<file path="src/rtl/decode_pkg.sv">
// rtl/decode_pkg.sv - shared field positions and forwarding helper for the decode queue
package decode_pkg;

    localparam int RS1_LSB = 15;
    localparam int RS2_LSB = 20;
    localparam int RD_LSB  = 7;
    localparam int REG_W   = 5;

    // True when a writeback targets the named source register; x0 never matches.
    function automatic logic fwd_sel(
        input logic             we,
        input logic [REG_W-1:0] wb_rd,
        input logic [REG_W-1:0] rs
    );
        return we && (wb_rd == rs) && (rs != '0);
    endfunction

endpackage

</file>
<file path="src/rtl/instr_fifo.sv">
// rtl/instr_fifo.sv - DEPTH-entry FIFO with wrap-bit pointers and occupancy count
//
// Ports:
//   clk, rst_n           clock, synchronous active-low reset
//   clear                empties the FIFO at the next edge (push/pop ignored)
//   push, push_data      write an entry at the tail
//   pop                  advance the head
//   head_data            entry at the head (valid when !empty)
//   full, empty, count   occupancy status
module instr_fifo #(
    parameter int DEPTH = 4,
    parameter int WIDTH = 64,
    parameter int CW    = $clog2(DEPTH + 1)
) (
    input  logic             clk,
    input  logic             rst_n,
    input  logic             clear,
    input  logic             push,
    input  logic [WIDTH-1:0] push_data,
    input  logic             pop,
    output logic [WIDTH-1:0] head_data,
    output logic             full,
    output logic             empty,
    output logic [CW-1:0]    count
);

    localparam int AW = $clog2(DEPTH);
    localparam int PW = AW + 1;

    logic [WIDTH-1:0] mem [DEPTH];
    logic [PW-1:0]    head;
    logic [PW-1:0]    tail;
    logic [PW-1:0]    diff;

    assign empty     = (head == tail);
    // Same slot index, different lap: the tail has lapped the head.
    assign full      = (head[AW-1:0] == tail[AW-1:0]) && (head[AW] != tail[AW]);
    assign head_data = mem[head[AW-1:0]];
    assign diff      = tail - head;
    assign count     = CW'(diff);

    always_ff @(posedge clk) begin
        if (!rst_n || clear) begin
            head <= '0;
            tail <= '0;
        end else begin
            if (push) tail <= tail + PW'(1);
            if (pop)  head <= head + PW'(1);
        end
    end

    always_ff @(posedge clk) begin
        if (push) mem[tail[AW-1:0]] <= push_data;
    end

endmodule

</file>
<file path="src/rtl/decode_queue.sv">
// rtl/decode_queue.sv - instruction queue plus registered decode slot with operand forwarding
//
// Ports:
//   clk, rst_n                       clock, synchronous active-low reset
//   flush                            drop queued and held instructions
//   in_valid/in_ready/in_instr/in_pc fetch side handshake
//   out_valid/out_ready/out_*        execute side handshake and held decode fields
//   rf_a1/rf_a2, rf_rd1/rf_rd2       register-file read port (combinational data)
//   wb_we/wb_rd/wb_data              writeback bus, forwarded into captured/held operands
//   count                            queue occupancy, not counting the output slot
module decode_queue
    import decode_pkg::*;
#(
    parameter int XLEN  = 32,
    parameter int DEPTH = 4,
    parameter int CW    = $clog2(DEPTH + 1)
) (
    input  logic             clk,
    input  logic             rst_n,
    input  logic             flush,
    input  logic             in_valid,
    output logic             in_ready,
    input  logic [31:0]      in_instr,
    input  logic [XLEN-1:0]  in_pc,
    output logic             out_valid,
    input  logic             out_ready,
    output logic [31:0]      out_instr,
    output logic [XLEN-1:0]  out_pc,
    output logic [REG_W-1:0] out_rs1,
    output logic [REG_W-1:0] out_rs2,
    output logic [REG_W-1:0] out_rd,
    output logic [XLEN-1:0]  out_rd1,
    output logic [XLEN-1:0]  out_rd2,
    output logic [REG_W-1:0] rf_a1,
    output logic [REG_W-1:0] rf_a2,
    input  logic [XLEN-1:0]  rf_rd1,
    input  logic [XLEN-1:0]  rf_rd2,
    input  logic             wb_we,
    input  logic [REG_W-1:0] wb_rd,
    input  logic [XLEN-1:0]  wb_data,
    output logic [CW-1:0]    count
);

    typedef struct packed {
        logic [31:0]     instr;
        logic [XLEN-1:0] pc;
    } q_entry_t;

    localparam int QW = $bits(q_entry_t);

    q_entry_t         in_e;
    q_entry_t         head_e;
    q_entry_t         src_e;
    logic             full;
    logic             empty;
    logic             load;
    logic             bypass;
    logic             has_src;
    logic             take;
    logic             pop;
    logic             push;
    logic [REG_W-1:0] src_rs1;
    logic [REG_W-1:0] src_rs2;
    logic [REG_W-1:0] src_rd;

    assign in_e.instr = in_instr;
    assign in_e.pc    = in_pc;

    // Depends only on stored state and flush, so execute backpressure
    // never reaches fetch combinationally.
    assign in_ready = !full && !flush;
    assign load     = !out_valid || out_ready;

    // The queue always has priority so program order is preserved; fetch
    // bypasses straight into the slot only when nothing is waiting.
    assign bypass  = empty && in_valid;
    assign has_src = !empty || in_valid;
    assign src_e   = bypass ? in_e : head_e;
    assign src_rs1 = src_e.instr[RS1_LSB +: REG_W];
    assign src_rs2 = src_e.instr[RS2_LSB +: REG_W];
    assign src_rd  = src_e.instr[RD_LSB +: REG_W];

    assign rf_a1 = src_rs1;
    assign rf_a2 = src_rs2;

    assign take = load && has_src && !flush;
    assign pop  = take && !empty;
    // An instruction consumed by the bypass must not also be queued.
    assign push = in_valid && in_ready && !(take && bypass);

    instr_fifo #(
        .DEPTH (DEPTH),
        .WIDTH (QW),
        .CW    (CW)
    ) u_fifo (
        .clk       (clk),
        .rst_n     (rst_n),
        .clear     (flush),
        .push      (push),
        .push_data (in_e),
        .pop       (pop),
        .head_data (head_e),
        .full      (full),
        .empty     (empty),
        .count     (count)
    );

    always_ff @(posedge clk) begin
        if (!rst_n) begin
            out_valid <= 1'b0;
            out_instr <= '0;
            out_pc    <= '0;
            out_rs1   <= '0;
            out_rs2   <= '0;
            out_rd    <= '0;
            out_rd1   <= '0;
            out_rd2   <= '0;
        end else if (flush) begin
            out_valid <= 1'b0;
        end else if (load) begin
            out_valid <= has_src;
            if (has_src) begin
                out_instr <= src_e.instr;
                out_pc    <= src_e.pc;
                out_rs1   <= src_rs1;
                out_rs2   <= src_rs2;
                out_rd    <= src_rd;
                // The register file has not seen this cycle's writeback yet.
                out_rd1   <= fwd_sel(wb_we, wb_rd, src_rs1) ? wb_data : rf_rd1;
                out_rd2   <= fwd_sel(wb_we, wb_rd, src_rs2) ? wb_data : rf_rd2;
            end
        end else if (out_valid) begin
            // Held instruction: keep operands current while execute stalls.
            if (fwd_sel(wb_we, wb_rd, out_rs1)) out_rd1 <= wb_data;
            if (fwd_sel(wb_we, wb_rd, out_rs2)) out_rd2 <= wb_data;
        end
    end

endmodule

</file>
<file path="config.mk">
export PLATFORM = sky130hd
export DESIGN_NAME = decode_queue
export DESIGN_NICKNAME = d
export VERILOG_FILES = /design/src/rtl/decode_pkg.sv /design/src/rtl/instr_fifo.sv /design/src/rtl/decode_queue.sv
export SDC_FILE = /design/constraint.sdc
export NUM_CORES = 1
export LEC_CHECK = 0
export ABC_AREA = 1
export BUFFER_PORTS_ARGS = -buffer_cell sky130_fd_sc_hd__buf_4
export CAP_MARGIN = 20
export CORE_MARGIN = 4
export CORE_UTILIZATION = 52
export CTS_BUF_LIST = sky130_fd_sc_hd__clkbuf_2 sky130_fd_sc_hd__clkbuf_4 sky130_fd_sc_hd__clkbuf_8
export DETAILED_ROUTE_END_ITERATION = 10
export PLACE_DENSITY_LB_ADDON = 0.05
export SYNTH_ARGS = -nofsm -noshare
export SYNTH_HDL_FRONTEND = slang
export SYNTH_SLANG_ARGS = --single-unit
</file>
<file path="constraint.sdc">
create_clock -name clk -period 5.5 [get_ports clk]
set_clock_uncertainty 0.2 [all_clocks]
set_input_delay 1.1 -clock clk [delete_from_list [all_inputs] [get_ports clk]]
set_output_delay 1.1 -clock clk [all_outputs]
set_load 0.01 [all_outputs]
</file>
==> results of run 1 <==
## Yosys cell counts, drive strengths merged, types with 2 or more instances
library cell,number
a21oi,72
a31oi,60
buf,83
clkbuf,73
dfxtp,137
edfxtp,256
ha,7
inv,186
nand2,319
nand3,171
nand4,71
nor2,125
nor2b,2
nor3,2
nor4,2
o21ai,183
o22ai,55
xnor2,2
xor2,2
## metrics by stage
step                util, %  setup WS (ns)  total power, mW
CTS                    64.6           1.33             6.87
detailed placement     60.4           1.36             4.27
global placement       60.3           1.44             4.25
finish                 64.6           1.38             6.82
floorplan                 -         0.0858             3.85
global route           64.6           1.08             7.11
## cell type report
type | count | area (µm²)
antenna | 1 | 2.50
clock buffer | 103 | 1240
clock inverter | 20 | 104
fill | 2812 | 11500
inverter | 187 | 704
multi-input combinational | 1082 | 5290
sequential | 393 | 10400
tap | 442 | 553
timing repair buffer | 351 | 2680
## state kept, by name (all words and copies together) (netlist names), named ones only
| register | flops |
|---|---|
| u_fifo.mem | 256 |
| out_instr | 32 |
| out_pc | 32 |
| out_rd1 | 32 |
| out_rd2 | 32 |
| u_fifo.head | 3 |
| u_fifo.tail | 3 |
| out_valid | 1 |
## layer usage
metal	track usage, %	up-vias
li1	-	6805
met1	35.6	6925
met2	46.1	643
met3	5.72	79
met4	9.29	0
met5	0	-
## power by group
group / switching, mW / total (mW) / internal, mW
Clock: 1.16 / 2.61 / 1.45
Sequential: 0.0756 / 3.34 / 3.27
Combinational: 0.505 / 0.866 / 0.361
Total: 1.74 / 6.82 / 5.08
## cells by family (layout without fill, tap and decap cells)
kind of cell	count (synthesis)	count (layout)	share of synthesized area [%]
simple gates	694	694	17.7
flops	393	393	60.7
compound gates	376	376	11.9
buf+inv	343	661	8.84
fa+ha+maj	8	8	0.626
xor+xnor	4	4	0.204
other cells	0	1	0
## critical path: stages, from the launching register on
cell and delay [ns]:
dfxtp_1 0.35, inv_1 0.11, ha_1 0.32, nand2_1 0.08, inv_2 0.57, nand3_4 0.32
nand2_1 0.24, nand2_1 0.11, buf_4 0.16
## worst min path at each step
stage	startpoint	endpoint	cells past startpoint
2_1_floorplan	u_fifo.head[0]	flip-flop	2
3_3_place_gp	u_fifo.head[0]	flip-flop	2
3_5_place_dp	u_fifo.head[0]	flip-flop	2
4_1_cts	u_fifo.head[0]	flip-flop	2
5_1_grt	u_fifo.head[0]	flip-flop	2
6_report	u_fifo.head[0]	flip-flop	2
==> impl_metrics.yaml, run 1 <==
critical_path:
  cp-startpoint: "u_fifo.tail[0]"
  ff2ff_path_depth: 16
  startpoint_type: "flip-flop"
  crit_path_end_kind: "output pin"
  crit_path_end: "rf_a2[4]"
  r2r-end: "out_rd1[26]"
  crit_fanout: 37
  crit_type: "flip-flop to output pin"
  worstPathArrival_ns: 2.82
  reg2reg_slack_ns: 1.55
  crit_required_ns: 4.20
die:
  rows: 66
  die_h_um: 190
  boundaryPins: 329
  die_x_um: 190
  core_area_um2: 32500
  start_util_pct: 52.8
  dieArea_um2: 36000
synthesis:
  synthArstFlopShare_pct: 0
  ys_types: 37
  synth_top_cell_by_area: "edfxtp_1"
  syn_avg_cell_area_um2: 9.46
  ys_seq_area_share_pct: 60.7
  synth_warnings: 0
  syn_nets: 1997
  synth_ff_type: "edfxtp_1"
  netlist_area_um2: 17200
  synth_top_area_share_pct: 44.7
  synthTopCellsByArea: "edfxtp_1, dfxtp_1, nand2_1"
  netlist_instances: 1818
  ys_ff_latch: 393
  synth_edf_count: 256
flow_run:
  maxCapViolCount: 0
placed_design:
  dpl_cell_area_um2: 19700
  port_buffers: 328
  dp_hpwl_mm: 30.9
  dp_cells: 2455
  place.gp.congestion: 0.941
detailed_routing:
  route.vias.total: 14500
  first_pass_iters: 5
  routedWlPerCell_um: 19.9
  route.detailed.drc: 0
  wl_met2_mm: 24.8
  vias_per_cell: 5.60
  dr_wl_met3_mm: 4.08
  routedLengthMet1_mm: 21.1
  highest_layer: "met4"
  antenna_left: 0
  drt_iter0_markers: 1179
  wl_mm: 51.4
pwr:
  leakage_nw: 8.92
  ir_drop_mv: 0.194
  p_per_area_nw_per_um2: 324
final_layout:
  finalNonFillerCells: 2579
  layout_commonest_cell: "buf_4"
  drive_gt1_share_pct: 22.9
  num-nets-final: 2261
  fin_area_um2: 21000
  area_growth_pct: 22.2
  layout_common_cells: "buf_4, nand2_1, edfxtp_1"
timing:
  fmax_ghz: 0.243
  slew_violations: 0
  min_period_over_period_pct: 74.9
  finalHoldViolations: 0
  setup_viol: 0
  slew_headroom_pct: 28.7
  hold-worst-slack_ns: 0.323
  tightest_slew_ns: 1.07
  fin_setup_tns_ns: 0
  min_period_ns: 4.12
  rsz0062_at_grt: "false"
global_route:
  antenna_found_initial: 1
  grt_first_pass_wirelength_mm: 78.6
  gr-total-overflow: 0
  grt_max_degree: 77
  track_usage_pct: 27.4
  first_global_vias: 13900
cts:
  cts_made_buffers: 67
  clock_path_buffers: 3
  tritoncts: "built"
  clkSinkCount: 393
  cts_root_buffer: "clkbuf_8"
  path_clk_slew_ns: 0.06
  postCtsSetupRepairBufs: 0
  holdBufCountCts: 0
  cts_htree_levels: 3
  cts_resized: 0
  insertion_delay_ns: 0.57
hold_path:
  worstHoldPathType: "flip-flop to flip-flop"
outcome:
  status: "finished, final reports clean"
Power figures use the tool's default switching activity.
==> run 2: changes to the inputs <==
CORE_UTILIZATION = 58   (was 52)
clock period = 4 ns   (was 5.5 ns; I/O delays follow)
==> impl_metrics.yaml, run 2 (synthesized netlist as in run 1, its figures left out) <==
cts:
  tritoncts: "built"
  path_clk_slew_ns: 0.07
  cts_root_buffer: "clkbuf_8"
  clock_path_buffers: 3
  clkSinkCount: 393
  insertion_delay_ns: 0.60
  cts_htree_levels: 2
  cts_made_buffers: 61
  cts_resized: 0
  postCtsSetupRepairBufs: 0
  holdBufCountCts: 0
die:
  rows: 62
  die_x_um: 180
  dieArea_um2: 32500
  start_util_pct: 59.4
  boundaryPins: 329
  core_area_um2: 28900
  die_h_um: 180
hold_path:
  hold_depth: 1
  worstHoldPathType: "input pin to flip-flop"
critical_path:
  ff2ff_path_depth: 14
  worstPathArrival_ns: 2.77
  crit_fanout: 40
  crit_required_ns: 3.00
  startpoint_type: "flip-flop"
  cpMostUsedCell: "nand2_1"
  cp_cell_sequence: "clkinv_2, nand2_1, nand2_1, nand2_1, nand2_1, nand2_1, nand2_1, buf_4"
  slowest_stage: "dfxtp_4"
  crit_type: "flip-flop to output pin"
  crit_path_max_incr_delay_ns: 0.65
  crit_path_end_kind: "output pin"
global_route:
  gr-total-overflow: 0
  grt_first_pass_wirelength_mm: 76.7
  antenna_found_initial: 2
  first_global_vias: 13800
  grt_max_degree: 109
  track_usage_pct: 29.1
timing:
  slew_violations: 0
  rsz0062_at_grt: "false"
  min_period_over_period_pct: 94.2
  slew_headroom_pct: 26.5
  tightest_slew_ns: 1.10
  fmax_ghz: 0.265
  setup_viol: 0
  hold-worst-slack_ns: 0.202
  min_period_ns: 3.77
  finalHoldViolations: 0
final_layout:
  largest_reg_flops: 256
  finalNonFillerCells: 2514
  layout_commonest_cell: "buf_4"
  layout_common_cells: "buf_4, nand2_1, edfxtp_1"
  num-nets-final: 2256
  area_growth_pct: 21.7
  drive_gt1_share_pct: 22.5
pwr:
  p_per_area_nw_per_um2: 443
  intPower_mw: 6.93
  power_frac_comb_pct: 12.8
  seqPwrFrac_pct: 49.6
  fin_total_pwr_mw: 9.26
  ir_drop_mv: 0.313
  leakage_nw: 8.91
  p_clk_share_pct: 37.6
  switchingPower_mw: 2.34
  switching_share_pct: 25.2
detailed_routing:
  routedWlPerCell_um: 19.6
  wl_mm: 49.3
  route.detailed.drc: 0
  route.vias.total: 14500
  antenna_left: 0
  first_pass_iters: 5
  drt_iter0_markers: 1369
  vias_per_cell: 5.78
flow_run:
  maxCapViolCount: 0
placed_design:
  dp_cells: 2398
  dp_hpwl_mm: 30.4
  port_buffers: 328
  place.gp.congestion: 0.923
outcome:
  status: "finished, final reports clean"
run 2: layout make-up:
cell class / count / area, µm²
clock buffer: 89 / 1120
tap: 384 / 480
sequential: 393 / 10400
inverter: 187 / 704
timing repair buffer: 352 / 2710
antenna: 1 / 2.50
multi-input combinational: 1082 / 5290
fill: 2158 / 8020
clock inverter: 26 / 176
run 2: path summary, 6_finish.rpt:
path	startpoint	to	slack, ns
max	flip-flop	rf_a2[1]	0.23
max reg2reg	flip-flop	out_rd1[10]	0.63
min	in_instr[2]	u_fifo.mem[1][34]	0.20
min reg2reg	u_fifo.head[0]	flip-flop	0.32
run 2: power groups by stage:
stage	registers [mW]	clock network, mW	logic [mW]
final	4.59	3.49	1.19
after global routing	4.61	3.72	1.29
after CTS	4.59	3.53	1.18
after detailed placement	4.68	0	1.18
after global placement	4.67	0	1.16
after floorplan	4.71	0	0.581
run 2: per-stage QoR:
| stage | instance area (µm²) | setup TNS [ns] | util [%] | setup WS (ns) |
|---|---|---|---|---|
| after floorplan | 17200 | -12.82 | - | -0.0636 |
| after global placement | 19600 | 0 | 67.8 | 0.694 |
| after detailed placement | 19600 | 0 | 67.8 | 0.665 |
| after CTS | 20900 | 0 | 72.3 | 0.223 |
| after global routing | 20900 | 0 | 72.3 | 0.00531 |
| final | 20900 | 0 | 72.3 | 0.233 |
run 2: routing by layer:
metal,track usage [%],vias up,wire [µm]
met5,0,-,13
li1,-,6796,-
met4,12.7,2,2250
met1,38.7,6924,19700
met2,46.9,698,23100
met3,5.89,123,4270
run 2: critical path, delay by kind of cell (launching register included):
family / cells / cell delay [ns]
flops: 1 / 0.65
buf+inv: 2 / 0.76
simple gates: 6 / 0.74
==> run 3: changes to the inputs <==
PLACE_DENSITY = 0.8   (was default)
PLACE_DENSITY_LB_ADDON = default   (was 0.05)
==> impl_metrics.yaml, run 3 (synthesized netlist as in run 1, its figures left out) <==
detailed_routing:
  first_pass_iters: 5
  antenna_left: 0
  routedWlPerCell_um: 19.3
  route.vias.total: 14700
  drt_iter0_markers: 1421
  wl_mm: 48.6
  vias_per_cell: 5.83
  route.detailed.drc: 0
final_layout:
  multi_input_area_um2: 5280
  fin_area_um2: 20900
  drive_gt1_share_pct: 23.0
  regArea_um2: 10400
  fillerInstances: 2080
  largest_reg_flops: 256
  num-nets-final: 2260
  layout_commonest_cell: "buf_4"
  area_growth_pct: 21.7
  layout_common_cells: "buf_4, nand2_1, edfxtp_1"
critical_path:
  crit_path_end_kind: "output pin"
  worstPathArrival_ns: 2.62
  crit_fanout: 19
  timing.rr.start: "u_fifo.tail[0]"
  ff2ff_path_depth: 16
  crit_required_ns: 3.00
  r2r-end: "out_rd1[0]"
  startpoint_type: "flip-flop"
  crit_type: "flip-flop to output pin"
  reg2reg_slack_ns: 0.74
pwr:
  p_per_area_nw_per_um2: 438
  ir_drop_mv: 0.285
  leakage_nw: 8.93
global_route:
  gr-total-overflow: 0
  antenna_found_initial: 5
  use_met2_pct: 47.9
  top_usage_layer: "met2"
  track_usage_pct: 28.5
  grt_first_pass_wirelength_mm: 75.6
  grt_max_degree: 110
  met3_usage_pct: 5.73
  use_met1_pct: 37.4
  first_global_vias: 14100
die:
  rows: 62
  dieArea_um2: 32500
  boundaryPins: 329
  core_area_um2: 28900
  die_h_um: 180
  die_x_um: 180
  start_util_pct: 59.4
cts:
  cts_resized: 0
  postCtsSetupRepairBufs: 0
  clkSinkCount: 393
  holdBufCountCts: 0
  path_clk_slew_ns: 0.07
  insertion_delay_ns: 0.62
  cts_made_buffers: 59
  cts_root_buffer: "clkbuf_8"
  clock_path_buffers: 3
  cts_htree_levels: 2
  tritoncts: "built"
placed_design:
  dpl_cell_area_um2: 19700
  port_buffers: 328
  dp_hpwl_mm: 30.3
  place.gp.congestion: 0.896
  dp_worst_setup_slack_ns: 0.759
timing:
  min_period_over_period_pct: 90.5
  rsz0062_at_grt: "false"
  worst_slack_ns: 0.378
  fmax_ghz: 0.276
  slew_headroom_pct: 45.8
  slew_violations: 0
  fin_setup_tns_ns: 0
  tightest_slew_ns: 0.813
  min_period_ns: 3.62
  setup_viol: 0
  finalHoldViolations: 0
hold_path:
  worstHoldPathType: "input pin to flip-flop"
  holdPathEnd: "u_fifo.mem[2][59]"
  hold_depth: 1
  hold_start: "in_instr[27]"
outcome:
  status: "finished, final reports clean"
flow_run:
  maxCapViolCount: 0
-- run 3: layout make-up --
cell class / count / area share, %
antenna: 4 / 0.0478
clock buffer: 91 / 5.36
clock inverter: 20 / 0.652
inverter: 187 / 3.37
multi-input combinational: 1082 / 25.2
sequential: 393 / 49.9
tap: 384 / 2.30
timing repair buffer: 358 / 13.2
-- run 3: worst max-delay path by stage --
stage                              start                to  slack [ns]
after floorplan                 in_valid  u_fifo.mem[3][0]       -0.06
after global placement         out_ready        out_rd1[2]        0.84
after detailed placement  u_fifo.tail[0]       out_rd1[11]        0.76
after CTS                 u_fifo.tail[0]          rf_a1[4]        0.38
after global routing      u_fifo.tail[0]          rf_a1[0]        0.11
final                     u_fifo.tail[0]          rf_a1[4]        0.38
-- run 3: report_power, final --
| group | leakage [nW] | switching, mW | internal (mW) |
|---|---|---|---|
| logic | 4.80 | 0.693 | 0.499 |
| clock network | 0.682 | 1.52 | 1.86 |
| registers | 3.45 | 0.0968 | 4.49 |
-- run 3: per-layer routing --
layer	vias to the layer above	wire length, µm
met5	-	20
met4	2	1630
met3	111	4830
met2	851	23400
met1	6917	18700
li1	6796	-
-- run 3: per-stage QoR --
| step | util (%) | hold WS [ns] | power [mW] | instances |
|---|---|---|---|---|
| 5_1_grt | 72.3 | 0.162 | 9.53 | 2519 |
| 4_1_cts | 72.3 | 0.160 | 9.19 | 2515 |
| 3_3_place_gp | 67.9 | 0.295 | 5.82 | 2404 |
| 6_report | 72.3 | 0.192 | 9.16 | 2519 |
| 3_5_place_dp | 67.9 | 0.311 | 5.85 | 2404 |
| 2_1_floorplan | - | 0.282 | 5.29 | 1818 |
-- run 3: critical path: stages, from the launching register on --
cell     delay [ns]
dfxtp_1        0.37
inv_1          0.12
ha_1           0.31
nand2_1        0.09
inv_2          0.26
nand3_2        0.36
nand2_1        0.25
nand2_1        0.13
buf_4          0.17
